==> config.mk <==
export PLATFORM = sky130hd
export DESIGN_NAME = cpu_multiciclo_flat
export DESIGN_NICKNAME = d
export VERILOG_FILES = /design/src/rtl/cpu_multiciclo_pkg.sv /design/src/rtl/cpu_multiciclo_if.sv /design/src/rtl/cpu_multiciclo_alu.sv /design/src/rtl/cpu_multiciclo.sv /design/src/flat_wrapper.sv
export SDC_FILE = /design/constraint.sdc
export NUM_CORES = 1
export LEC_CHECK = 0
export CAP_MARGIN = 20
export CORE_MARGIN = 1
export CORE_UTILIZATION = 33
export DETAILED_ROUTE_END_ITERATION = 8
export PLACE_DENSITY_LB_ADDON = 0.25
export SLEW_MARGIN = 20
export SYNTH_ARGS = -nofsm -noshare
export SYNTH_HDL_FRONTEND = slang
export SYNTH_SLANG_ARGS = --single-unit
==> constraint.sdc <==
create_clock -name clk -period 4.05 [get_ports clk]
set_input_delay 0.81 -clock clk [delete_from_list [all_inputs] [get_ports clk]]
set_output_delay 0.81 -clock clk [all_outputs]
set_load 0.02 [all_outputs]
==> src/rtl/cpu_multiciclo_pkg.sv <==
// cpu_multiciclo_pkg: shared opcode constants, FSM state encoding and a
// small opcode helper for the multi-cycle accumulator CPU.
package cpu_multiciclo_pkg;

  // 3-bit opcodes carried in the top bits of each instruction word
  localparam logic [2:0] OP_NOP  = 3'b000;
  localparam logic [2:0] OP_LDX  = 3'b001;
  localparam logic [2:0] OP_LDY  = 3'b010;
  localparam logic [2:0] OP_ADD  = 3'b011;
  localparam logic [2:0] OP_SUB  = 3'b100;
  localparam logic [2:0] OP_AND  = 3'b101;
  localparam logic [2:0] OP_OUT  = 3'b110;
  localparam logic [2:0] OP_HALT = 3'b111;

  // Control FSM states
  typedef enum logic [1:0] {
    ST_IDLE  = 2'b00,
    ST_FETCH = 2'b01,
    ST_EXEC  = 2'b10,
    ST_HALT  = 2'b11
  } state_t;

  // True for the two opcodes that can overflow
  function automatic logic is_arith(input logic [2:0] op);
    return (op == OP_ADD) || (op == OP_SUB);
  endfunction

  // True for every opcode whose result comes from the ALU
  function automatic logic uses_alu(input logic [2:0] op);
    return is_arith(op) || (op == OP_AND);
  endfunction

endpackage

==> src/rtl/cpu_multiciclo_if.sv <==
// cpu_multiciclo_if: instruction fetch bus between the CPU (master) and the
// program memory (slave). A word is transferred on any cycle where both
// instr_req and instr_valid are high.
interface cpu_multiciclo_if #(
  parameter int DATA_W     = 4,
  parameter int PROG_DEPTH = 16
);
  localparam int PC_W = $clog2(PROG_DEPTH);

  logic              instr_req;
  logic [PC_W-1:0]   instr_addr;
  logic              instr_valid;
  logic [DATA_W+2:0] instr_data;

  modport master (
    output instr_req,
    output instr_addr,
    input  instr_valid,
    input  instr_data
  );

  modport slave (
    input  instr_req,
    input  instr_addr,
    output instr_valid,
    output instr_data
  );

endinterface

==> src/rtl/cpu_multiciclo_alu.sv <==
// cpu_multiciclo_alu: combinational datapath for ADD, SUB and AND.
// Optional macro CPU_MULTICICLO_SAT_EN: when defined, ADD/SUB clamp to the
// signed range on overflow instead of wrapping; overflow is reported either way.
module cpu_multiciclo_alu
  import cpu_multiciclo_pkg::*;
#(
  parameter int DATA_W = 4
) (
  input  logic signed [DATA_W-1:0] x,
  input  logic signed [DATA_W-1:0] y,
  input  logic [2:0]               op,
  output logic signed [DATA_W-1:0] result,
  output logic                     overflow
);

  localparam logic [DATA_W-1:0] MAX_POS = {1'b0, {(DATA_W-1){1'b1}}};
  localparam logic [DATA_W-1:0] MIN_NEG = {1'b1, {(DATA_W-1){1'b0}}};

  logic [DATA_W:0] ext;

  // One extra bit of precision: overflow shows up as the two top bits disagreeing
  always_comb begin
    ext      = '0;
    result   = y;
    overflow = 1'b0;
    case (op)
      OP_ADD:  ext = {x[DATA_W-1], x} + {y[DATA_W-1], y};
      OP_SUB:  ext = {x[DATA_W-1], x} - {y[DATA_W-1], y};
      default: ext = '0;
    endcase
    if (is_arith(op)) begin
      overflow = ext[DATA_W] ^ ext[DATA_W-1];
      result   = ext[DATA_W-1:0];
`ifdef CPU_MULTICICLO_SAT_EN
      if (overflow) begin
        result = ext[DATA_W] ? MIN_NEG : MAX_POS;
      end
`endif
    end else if (op == OP_AND) begin
      result = x & y;
    end
  end

endmodule

==> src/rtl/cpu_multiciclo.sv <==
// cpu_multiciclo: two-register multi-cycle CPU. Each instruction takes a
// FETCH phase (waits for instr_valid) and one EXEC phase; results land at
// the end of EXEC. Z is written by OUT and flagged with a one-cycle
// out_valid pulse aligned with the new Z value on the output.
// Optional macro CPU_MULTICICLO_SAT_EN selects saturating ADD/SUB (see ALU).
module cpu_multiciclo
  import cpu_multiciclo_pkg::*;
#(
  parameter int DATA_W     = 4,
  parameter int PROG_DEPTH = 16
) (
  input  logic                     clk,
  input  logic                     rst_n,
  input  logic                     start,
  cpu_multiciclo_if.master         bus,
  output logic [2:0]               Opcode,
  output logic signed [DATA_W-1:0] outx,
  output logic signed [DATA_W-1:0] outy,
  output logic signed [DATA_W-1:0] out,
  output logic                     out_valid,
  output logic                     status,
  output logic                     busy,
  output logic                     halted
);

  localparam int PC_W = $clog2(PROG_DEPTH);
  localparam logic [PC_W-1:0] PC_LAST = PC_W'(PROG_DEPTH - 1);

  state_t                   state;
  logic [PC_W-1:0]          pc;
  logic signed [DATA_W-1:0] imm;
  logic signed [DATA_W-1:0] alu_result;
  logic                     alu_ovf;
  logic [PC_W-1:0]          pc_next;

  cpu_multiciclo_alu #(
    .DATA_W (DATA_W)
  ) u_alu (
    .x        (outx),
    .y        (outy),
    .op       (Opcode),
    .result   (alu_result),
    .overflow (alu_ovf)
  );

  // Sequential PC with explicit wrap so non-power-of-two depths also work
  always_comb begin
    pc_next = (pc == PC_LAST) ? '0 : pc + 1'b1;
  end

  assign bus.instr_addr = pc;

  // Control FSM; every status output is registered alongside the state
  always_ff @(posedge clk or negedge rst_n) begin
    if (!rst_n) begin
      state         <= ST_IDLE;
      pc            <= '0;
      imm           <= '0;
      Opcode        <= OP_NOP;
      outx          <= '0;
      outy          <= '0;
      out           <= '0;
      status        <= 1'b0;
      out_valid     <= 1'b0;
      bus.instr_req <= 1'b0;
      busy          <= 1'b0;
      halted        <= 1'b0;
    end else begin
      out_valid <= 1'b0;
      case (state)
        ST_IDLE: begin
          if (start) begin
            state         <= ST_FETCH;
            pc            <= '0;
            bus.instr_req <= 1'b1;
            busy          <= 1'b1;
          end
        end
        ST_FETCH: begin
          if (bus.instr_valid) begin
            Opcode        <= bus.instr_data[DATA_W+2:DATA_W];
            imm           <= bus.instr_data[DATA_W-1:0];
            state         <= ST_EXEC;
            bus.instr_req <= 1'b0;
          end
        end
        ST_EXEC: begin
          if (uses_alu(Opcode)) begin
            outy   <= alu_result;
            status <= alu_ovf;
          end else if (Opcode == OP_LDX) begin
            outx <= imm;
          end else if (Opcode == OP_LDY) begin
            outy <= imm;
          end else if (Opcode == OP_OUT) begin
            out       <= outy;
            out_valid <= 1'b1;
          end
          if (Opcode == OP_HALT) begin
            state  <= ST_HALT;
            busy   <= 1'b0;
            halted <= 1'b1;
          end else begin
            state         <= ST_FETCH;
            pc            <= pc_next;
            bus.instr_req <= 1'b1;
          end
        end
        ST_HALT: begin
          if (start) begin
            state         <= ST_FETCH;
            pc            <= '0;
            outx          <= '0;
            outy          <= '0;
            out           <= '0;
            status        <= 1'b0;
            halted        <= 1'b0;
            busy          <= 1'b1;
            bus.instr_req <= 1'b1;
          end
        end
        default: begin
          state <= ST_IDLE;
        end
      endcase
    end
  end

endmodule

==> src/flat_wrapper.sv <==
// flat-port wrapper written by rule: the top's interface ports become plain ports
module cpu_multiciclo_flat import cpu_multiciclo_pkg::*;
#(
  parameter int DATA_W     = 4,
  parameter int PROG_DEPTH = 16
)
  (clk, rst_n, start, Opcode, outx, outy, out, out_valid, status, busy, halted, bus_instr_req, bus_instr_addr, bus_instr_valid, bus_instr_data);
  cpu_multiciclo_if #(.DATA_W(DATA_W), .PROG_DEPTH(PROG_DEPTH)) bus_i ();
  input  logic clk;
  input  logic rst_n;
  input  logic start;
  output logic [2:0] Opcode;
  output logic signed [DATA_W-1:0] outx;
  output logic signed [DATA_W-1:0] outy;
  output logic signed [DATA_W-1:0] out;
  output logic out_valid;
  output logic status;
  output logic busy;
  output logic halted;
  output wire logic [$bits(bus_i.instr_req)-1:0] bus_instr_req;
  output wire logic [$bits(bus_i.instr_addr)-1:0] bus_instr_addr;
  input wire logic [$bits(bus_i.instr_valid)-1:0] bus_instr_valid;
  input wire logic [$bits(bus_i.instr_data)-1:0] bus_instr_data;
  assign bus_instr_req = bus_i.instr_req;
  assign bus_instr_addr = bus_i.instr_addr;
  assign bus_i.instr_valid = bus_instr_valid;
  assign bus_i.instr_data = bus_instr_data;
  cpu_multiciclo #(.DATA_W(DATA_W), .PROG_DEPTH(PROG_DEPTH)) u_core (.clk(clk), .rst_n(rst_n), .start(start), .bus(bus_i), .Opcode(Opcode), .outx(outx), .outy(outy), .out(out), .out_valid(out_valid), .status(status), .busy(busy), .halted(halted));
endmodule
# Word level (Yosys, flattened, before mapping)
# Index checks and enable logic that the tools add are counted.
# W data, S select, Z words.
word_totals:
  register_bits: 30
  inputBits: 11
  out_inout_bits: 24
  word_cells: 98
op_classes:
  addsub: 3
  eq_ne: 25
  muxes: 40
  bitwise_logic: 2
  reduce_logical: 16
ops:
  columns: ["cell", "n"]
  rows:
  - ["$mux W4", 14]
  - ["$pmux W4 S2", 4]
  - ["$reduce_and A3 Y1", 5]
  - ["$mux W1", 13]
  - ["$eq A3 B3 Y1 const B", 4]
  - ["$ne A2 B2 Y1 const B", 6]
  - ["$ne A2 B1 Y1 const B", 5]
  - ["$pmux W5 S2", 1]
  - ["$eq A3 B2 Y1 const B", 2]
  - ["$mux W2", 3]
  - ["$pmux W1 S2", 3]
  - ["$pmux W2 S3", 1]
  - ["$reduce_and A6 Y1", 1]
  - ["$add A4 B4 Y5", 1]
  - ["$reduce_and A5 Y1", 1]
  - ["$sub A4 B4 Y5", 1]
  - ["$add A4 B1 Y4 const B", 1]
  - ["$and A4 B4 Y4", 1]
  - ["$eq A2 B2 Y1 const B", 2]
  - ["$eq A4 B4 Y1 const B", 1]
  - ["$ne A4 B2 Y1 const B", 1]
  - ["$reduce_and A2 Y1", 2]
  - ["$reduce_and A4 Y1", 1]
  - ["$reduce_bool A2 Y1", 2]
  - ["9 further kinds", 10]

# Longest topological paths before layout
# Gate-level depths: netlist of run 1.
logic_depth:
  word_depth: 6
  ltp_mapped: 10
  ltp_nobuf: 10

# Modules after synthesis
# Synthesis of run 1 repeated with hierarchy kept, for this count alone.
unflattened:
  hier_cells: 205
  hier_area_um2: 1934.4
by_module_without_submodules:
  columns: ["mod", "instances", "cells_per_inst", "area_each_um2", "seq_area_each_um2"]
  rows:
  - ["cpu_multiciclo", 1, 138, 1480.2, 750.7]
  - ["cpu_multiciclo_alu", 1, 67, 454.2, 0.0]

# Least setup slack after synthesis of run 1
# No wires, ideal clock.
synth_timing:
  path_type: "register -> register"
  start: "register u_core.Opcode[0]"
  end: "register u_core.status"
  setup_time_ps: 103
  t_arrival_ps: 2393
  required_ps: 3947
  slack_ps: 1553
  path_stages_with_launch: 10
  path_buffers: 1
  synth_period_minus_slack_ps: 2497
  cell_sequence: "dfrtp_1 buf_2 nor3b_4 mux2i_1 fa_1 a21o_1 a21oi_1 xnor3_1 xor2_1 o41ai_2"
synth_via:
  elab_chain_len: 6
  word_cells_on_any_way: 12
  cone_classes: "eq/ne (4); mux (4); bitwise (1); reduce/logical (3)"
synth_rtl:
  columns: ["element", "line", "rtl"]
  rows:
  - ["from (decl)", "cpu_multiciclo.sv:16", "output logic [2:0] Opcode,"]
  - ["from (signal assigned)", "cpu_multiciclo.sv:81", "Opcode <= bus.instr_data[DATA_W+2:DATA_W];"]
  - ["$eq A3 B3 Y1 / $eq A3 B2 Y1 (equally long branches)", "cpu_multiciclo_pkg.sv:25, cpu_multiciclo_alu.sv:26", null]
  - ["$pmux W5 S2", "cpu_multiciclo_alu.sv:26", "case (op)"]
  - ["$xor A1 B1 Y1", "cpu_multiciclo_alu.sv:32", "overflow = ext[DATA_W] ^ ext[DATA_W-1];"]
  - ["$mux W1", "cpu_multiciclo_alu.sv:31", "if (is_arith(op)) begin"]
  - ["$mux W1", "cpu_multiciclo.sv:88", "if (uses_alu(Opcode)) begin"]
  - ["$pmux W1 S2", "cpu_multiciclo.sv:70", "case (state)"]
  - ["to (signal assigned)", "cpu_multiciclo.sv:90", "status <= alu_ovf;"]
  - ["to (decl)", "cpu_multiciclo.sv:21", "output logic status,"]
# Several ways; a longest one is shown, not always the timed one. The select of a mux whose other input is x is not followed.
# A chain may end at the register's enable or synchronous reset.

# Final worst setup path of run 1
layout_timing:
  start: "register u_core.Opcode[2]"
  end: "register u_core.outy[3]"
layout_via:
  elab_chain_len: 5
  word_cells_on_any_way: 15
  cone_classes: "eq/ne (8); mux (4); reduce/logical (3)"
layout_rtl:
  columns: ["element", "line", "rtl"]
  rows:
  - ["$eq A3 B3 Y1 / $eq A3 B2 Y1 (equally long branches)", "cpu_multiciclo_pkg.sv:25, cpu_multiciclo_alu.sv:26", null]
  - ["$pmux W5 S2 / $logic_or A1 B1 Y1 (equally long branches)", "cpu_multiciclo_alu.sv:26, cpu_multiciclo_pkg.sv:25", null]
  - ["$mux W4 / $logic_or A1 B1 Y1 (equally long branches)", "cpu_multiciclo_alu.sv:31, cpu_multiciclo_pkg.sv:30", null]
  - ["$mux W4 (tied with other cells)", "cpu_multiciclo.sv:88", null]
  - ["$pmux W4 S2 / $reduce_and A5 Y1 (equally long branches)", null, null]
  - ["to (signal assigned)", "cpu_multiciclo.sv:89", "outy <= alu_result;"]
  - ["to (signal assigned)", "cpu_multiciclo.sv:94", "outy <= imm;"]
  - ["to (decl)", "cpu_multiciclo.sv:18", "output logic signed [DATA_W-1:0] outy,"]
# Several ways; a longest one is shown, not always the timed one.

==> qor.yml, run 1 <==
routing:
  ant_nets: 0
  number_of_vias_per_cell_after_detailed_routing: 4.97
  wirelength_mm: 3.84
  remaining_design_rule_violation_count: 0
  route.top_layer_used: "met4"
  wl_per_cell_um: 13.1
  route.met3.wl_um: 141
  routed-wl-met2_mm: 1.74
  drt_iter0_drc: 82
  detailed_routing_iteration_count_for_the_pre_antenna_repair_pass: 4
  vias_after_detailed_routing: 1457
  met1Wirelength_mm: 1.89
global_routing:
  grt_pass1_wl_mm: 6.30
  track_usage_pct: 15.2
  grt_antenna_before_repair: 0
  gr-total-overflow: 0
  maximum_number_of_pins_on_one_net_before_global_route_repair: 31
  number_of_global_route_vias_before_repair: 1350
worst_setup_path:
  critical_path.endpoint_type: "flop"
  r2r_worst_path_depth: 8
  timing.critical_path.fanout_max: 17
  worst_r2r_startpoint: "u_core.Opcode[2]$_DFFE_PN0P_"
  crit_arrival_ps: 2910
  required_arrival_time_at_the_worst_endpoint_ps: 4230
  critPathLaunchType: "flop"
  critPathKind: "reg2reg"
  reg2reg_slack_ps: 1320
  crit-reg2reg-capture: "u_core.outy[3]$_DFFE_PN0P_"
synthesis:
  yosysSeqAreaShare_pct: 42.2
  yosys.cell_types.count: 37
  synth_adder_area_share_pct: 8.16
  synthesis.area_mm2: 0.00178
  synth.top_cells.by_count: "30 x dfrtp_1, 19 x nor2_1, 18 x a21oi_1, 18 x o21ai_0, 14 x nand2_1"
  synth_top_family_by_area: "compound AO/OA/AOI/OAI gates"
  synth_largest_area_cell: "dfrtp_1"
  yosys_most_used_dff: "dfrtp_1"
  ys_seq_elements: 30
  yosys-top-cells-area: "dfrtp_1 42%, ha_1 7.0%, mux2_2 7.0%"
  synth.most_common_cell: "dfrtp_1"
  post_synth_xor_xnor_area_pct: 3.73
  yosysWarnings: 0
  post_synthesis_average_cell_area_um2: 9.56
  synthMuxAreaShare_pct: 8.09
  synth-edff-count: 0
  compound_gate_portion_of_the_synthesized_area_pct: 19.4
  synthCells: 186
  async_reset_ff_share_pct: 100
  netlist.area_leader.share_pct: 42.2
  post_synth_and_or_nand_nor_area_fraction_pct: 14.5
  synth_nets: 208
sta:
  setup-tns-final_ps: 0
  final_period_minus_worst_setup_slack_ps: 2730
  final_hold_viol_count: 0
  tightest_slew_ps: 630
  grt_setup_unrepaired: "false"
  max_freq_mhz: 366
  report.final.setup_viol: 0
  min_period_over_period_pct: 67.4
  final.setup_skew_ps: 7.82
  timing.slew.headroom_pct: 58.0
  report.final.slew_viol_count: 0
  finalWorstSetupSlack_ps: 1320
die:
  design.die.area_mm2: 0.00569
  initial_utilization_pct: 34.6
  floorplan.die.height_um: 75.4
  die-width_um: 75.4
  core_mm2: 0.00514
  row_count: 26
  ioPinCount: 35
place:
  postPlaceCellArea_mm2: 0.00219
  gp_routability_congestion: 0.791
  port_buffers: 34
  placement.setup.worst_slack_ps: 1310
  place_hpwl_mm: 2.86
clock_tree:
  cts_inserted_buffers: 5
  cts.clk_slew.worst_paths_ps: 70
  cts_tree: "done"
  cts_max_level: 2
  number_of_gates_given_a_new_drive_strength_after_cts: 0
  cts-root-buf: "clkbuf_8"
  clock_path_buffers: 2
  clkSinkCount: 30
  cts.hold.buffers_added: 0
  cts_post_setup_buffers_inserted: 0
  worst_skew_pair.late_latency_ps: 290
job:
  timing.max_cap.violations: 0
power:
  cellPowerDensity_mw_per_mm2: 933
  worst_ir_drop_vdd_mv: 0.297
  totalPowerFinal_mw: 2.13
  power.static_leakage_nw: 0.997
min_path:
  worst_hold_path.endpoint: "u_core.out[0]$_DFFE_PN0P_"
  worst_hold_path.num_cells: 1
  hold_path.startpoint: "u_core.out[0]$_DFFE_PN0P_"
  timing.hold.worst.class: "reg2reg"
finish:
  layout.core_utilization_pct: 44.4
  syn2layout_area_growth_pct: 28.5
  n_antenna_cell: 0
  final_layout_size_suffix_gt1_share_pct: 10.8
  design_area_mm2: 0.00228
  layout.nets: 244
outcome:
  status: "finished, final reports clean"
==> cell usage in the layout, fill, tap and decap left out, types with 2 or more instances in the layout <==
| master | count |
|---|---|
| nor2_1 | 19 |
| clkbuf_8 | 6 |
| a22o_1 | 4 |
| inv_1 | 12 |
| nand3_1 | 2 |
| a21oi_1 | 18 |
| clkdlybuf4s50_1 | 34 |
| nand3b_1 | 5 |
| dfrtp_1 | 30 |
| mux2i_1 | 2 |
| mux2_2 | 11 |
| o211ai_1 | 2 |
| nor2b_1 | 5 |
| a21o_1 | 3 |
| xor2_1 | 2 |
| nand2_1 | 14 |
| nor3_1 | 2 |
| a31oi_1 | 2 |
| o21ai_0 | 18 |
| ha_1 | 10 |
| xnor2_1 | 3 |
==> worst max path at each step <==
stage | depth (start not counted) | end | slack [ps] | start
2_1_floorplan | 9 | u_core.status$_DFFE_PN0P_ | 1550 | u_core.Opcode[0]$_DFFE_PN0P_
3_3_place_gp | 8 | u_core.status$_DFFE_PN0P_ | 1420 | u_core.Opcode[2]$_DFFE_PN0P_
3_5_place_dp | 8 | u_core.outy[3]$_DFFE_PN0P_ | 1310 | u_core.Opcode[2]$_DFFE_PN0P_
4_1_cts | 8 | u_core.outy[3]$_DFFE_PN0P_ | 1310 | u_core.Opcode[2]$_DFFE_PN0P_
5_1_grt | 8 | u_core.outy[3]$_DFFE_PN0P_ | 1100 | u_core.Opcode[2]$_DFFE_PN0P_
6_report | 8 | u_core.outy[3]$_DFFE_PN0P_ | 1320 | u_core.Opcode[2]$_DFFE_PN0P_
==> sequential cells by signal, summed over array words and instances, names as in the netlist <==
name                   count
u_core.Opcode              3
u_core.bus.instr_addr      4
u_core.bus.instr_req       1
u_core.busy                1
u_core.halted              1
u_core.imm                 4
u_core.out                 4
u_core.out_valid           1
u_core.outx                4
u_core.outy                4
u_core.state               2
u_core.status              1
==> layer usage <==
| layer | GRT usage, % | vias to the layer above |
|---|---|---|
| met4 | 6.17 | 0 |
| li1 | - | 734 |
| met1 | 20.2 | 678 |
| met3 | 3.57 | 7 |
| met2 | 23.9 | 38 |
| met5 | 0 | - |
==> layout make-up <==
type	count	area [um^2]
Clock buffer	6	82.6
Clock inverter	2	12.5
Fill cell	569	2860
Inverter	12	45.0
Multi-Input combinational cell	138	958
Sequential cell	30	751
Tap cell	70	87.6
Timing Repair Buffer	35	348
==> metrics by stage <==
step | hold WS (ps) | instances
finish | 507 | 293
global route | 537 | 293
CTS | 511 | 293
detailed placement | 485 | 285
global placement | 489 | 285
floorplan | 494 | 186
==> cells by family (layout without fill, tap and decap cells) <==
family | count (synthesis) | count (layout)
and+or+nand+nor | 52 | 52
DFF | 30 | 30
adders and majority gates | 11 | 11
buffers and inverters | 18 | 55
xor gates and xnor gates | 6 | 6
AOI/OAI and AO/OA | 56 | 56
muxes | 13 | 13
==> worst max-delay path: stages, from the launching register on <==
cell and delay [ps]:
dfrtp_1 630, nor3b_4 400, mux2i_1 330, ha_1 290, a21o_1 170, a21oi_1 180
xor2_1 280, o21ai_0 130, a22o_1 210
==> power breakdown <==
| part | internal, mW | total, mW | switching, mW |
|---|---|---|---|
| Clock | 0.136 | 0.254 | 0.118 |
| Combinational | 0.609 | 1.27 | 0.660 |
| Sequential | 0.424 | 0.609 | 0.185 |
| Total | 1.17 | 2.13 | 0.963 |
(Power assumes the default switching activity.)
==> inputs of run 2 (changes only) <==
==> constraint.sdc (replaced) <==
create_clock -name clk -period 2.5 [get_ports clk]
set_input_delay 0.5 -clock clk [delete_from_list [all_inputs] [get_ports clk]]
set_output_delay 0.5 -clock clk [all_outputs]
set_load 0.02 [all_outputs]
==> qor.yml, run 2 (synthesis gave the netlist of run 1 again) <==
sta:
  timing.slew.headroom_pct: 70.9
  max_freq_mhz: 427
  finalWorstSetupSlack_ps: 160
  tightest_slew_ps: 437
  report.final.slew_viol_count: 0
  setup-tns-final_ps: 0
  final_hold_viol_count: 0
  final_period_minus_worst_setup_slack_ps: 2340
  min_period_over_period_pct: 93.6
  report.final.setup_viol: 0
  final.setup_skew_ps: 8.67
finish:
  n_antenna_cell: 0
  final_layout_size_suffix_gt1_share_pct: 13.2
  multi_input_area_um2: 958
  layout.nets: 251
  seq_cell_area_um2: 752
  syn2layout_area_growth_pct: 30.8
  layout.cells.most_common_list: "34 x clkdlybuf4s50_1, 29 x dfrtp_1, 19 x nor2_1"
  final.fill_count: 526
  layout.cells.most_common: "clkdlybuf4s50_1"
die:
  floorplan.die.height_um: 75.4
  initial_utilization_pct: 34.6
  ioPinCount: 35
  row_count: 26
  design.die.area_mm2: 0.00569
  core_mm2: 0.00514
  die-width_um: 75.4
global_routing:
  number_of_global_route_vias_before_repair: 1375
  maximum_number_of_pins_on_one_net_before_global_route_repair: 31
  grt_pass1_wl_mm: 6.56
  track_usage_pct: 15.7
  grt_antenna_before_repair: 0
  gr-total-overflow: 0
routing:
  remaining_design_rule_violation_count: 0
  ant_nets: 0
  wirelength_mm: 3.91
  number_of_vias_per_cell_after_detailed_routing: 4.89
  drt_iter0_drc: 63
  detailed_routing_iteration_count_for_the_pre_antenna_repair_pass: 4
  wl_per_cell_um: 13.1
  vias_after_detailed_routing: 1456
power:
  worst_ir_drop_vdd_mv: 0.527
  cellPowerDensity_mw_per_mm2: 1510
  power.static_leakage_nw: 1.03
worst_setup_path:
  path_delay_family: "adder cells"
  timing.critical_path.fanout_max: 6
  crit_slowest_cell: "fa_1"
  critPathKind: "reg2reg"
  critical_path_buffers_and_inverters: 1
  crit_path_max_incr_delay_ps: 450
  critPathLaunchType: "flop"
  cp_cell_sequence: "inv_1 -> ha_1 -> mux2i_1 -> fa_1 -> a21o_1 -> a21oi_1 -> xnor3_1 -> xor2_1 -> o41ai_2"
  critical_path.endpoint_type: "flop"
  required_arrival_time_at_the_worst_endpoint_ps: 2680
  reg2reg_slack_ps: 160
  crit_arrival_ps: 2520
clock_tree:
  clkSinkCount: 30
  cts_max_level: 2
  clock_path_buffers: 2
  cts-root-buf: "clkbuf_8"
  cts_post_setup_buffers_inserted: 0
  number_of_gates_given_a_new_drive_strength_after_cts: 0
  cts.hold.buffers_added: 0
  cts_tree: "done"
  worst_skew_pair.late_latency_ps: 280
  cts_inserted_buffers: 5
  cts.clk_slew.worst_paths_ps: 60
place:
  port_buffers: 34
  gp_routability_congestion: 0.848
  placement.setup.worst_slack_ps: 146
  place_hpwl_mm: 2.91
job:
  timing.max_cap.violations: 0
min_path:
  timing.hold.worst.class: "reg2reg"
outcome:
  status: "finished, final reports clean"
[run 2: changes by cell type in the layout (fill, tap and decap cells not counted)]
cell	change
buf_4	+7
clkinvlp_4	-1
dfrtp_2	+1
clkinv_2	-1
dfrtp_1	-1
[run 2: worst paths after layout]
check,start,end,cells past startpoint
max reg2reg,u_core.outy[1]$_DFFE_PN0P_,u_core.status$_DFFE_PN0P_,9
max in group asynchronous,rst_n,u_core.outy[1]$_DFFE_PN0P_,2
min,u_core.out[0]$_DFFE_PN0P_,u_core.out[0]$_DFFE_PN0P_,1
min in group asynchronous,rst_n,u_core.outx[0]$_DFFE_PN0P_,2
max,u_core.outy[1]$_DFFE_PN0P_,u_core.status$_DFFE_PN0P_,9
min reg2reg,u_core.out[0]$_DFFE_PN0P_,u_core.out[0]$_DFFE_PN0P_,1
[run 2: final cells by class]
type	instances	share of cell area [%]
tap	70	3.77
timing repair buffer	42	17.2
clock buffer	6	3.55
multi-input combinational	138	41.2
sequential	30	32.3
inverter	12	1.94
[run 2: report_power, final]
part,total (mW),switching (mW),internal (mW)
combinational,2.24,1.18,1.05
sequential,0.891,0.200,0.690
clock,0.381,0.169,0.212
total,3.51,1.55,1.95
[run 2: through the flow]
step / cell area [um^2] / instances / utilization (%) / total power, mW / hold slack [ps]
6_report: 2330 / 298 / 45.3 / 3.51 / 504
5_1_grt: 2330 / 298 / 45.3 / 3.83 / 521
4_1_cts: 2320 / 298 / 45.2 / 3.53 / 509
3_5_place_dp: 2240 / 292 / 43.6 / 3.14 / 494
3_3_place_gp: 2240 / 292 / 43.6 / 3.12 / 492
2_1_floorplan: 1780 / 186 / - / 2.44 / 204
[run 2: routing by layer]
layer	wire [um]	global-route usage, %	part of all wire, %
met4	82	7.00	2.1
met5	0	0	0
met2	1840	24.6	47
met3	156	4.10	4.0
met1	1830	20.5	47
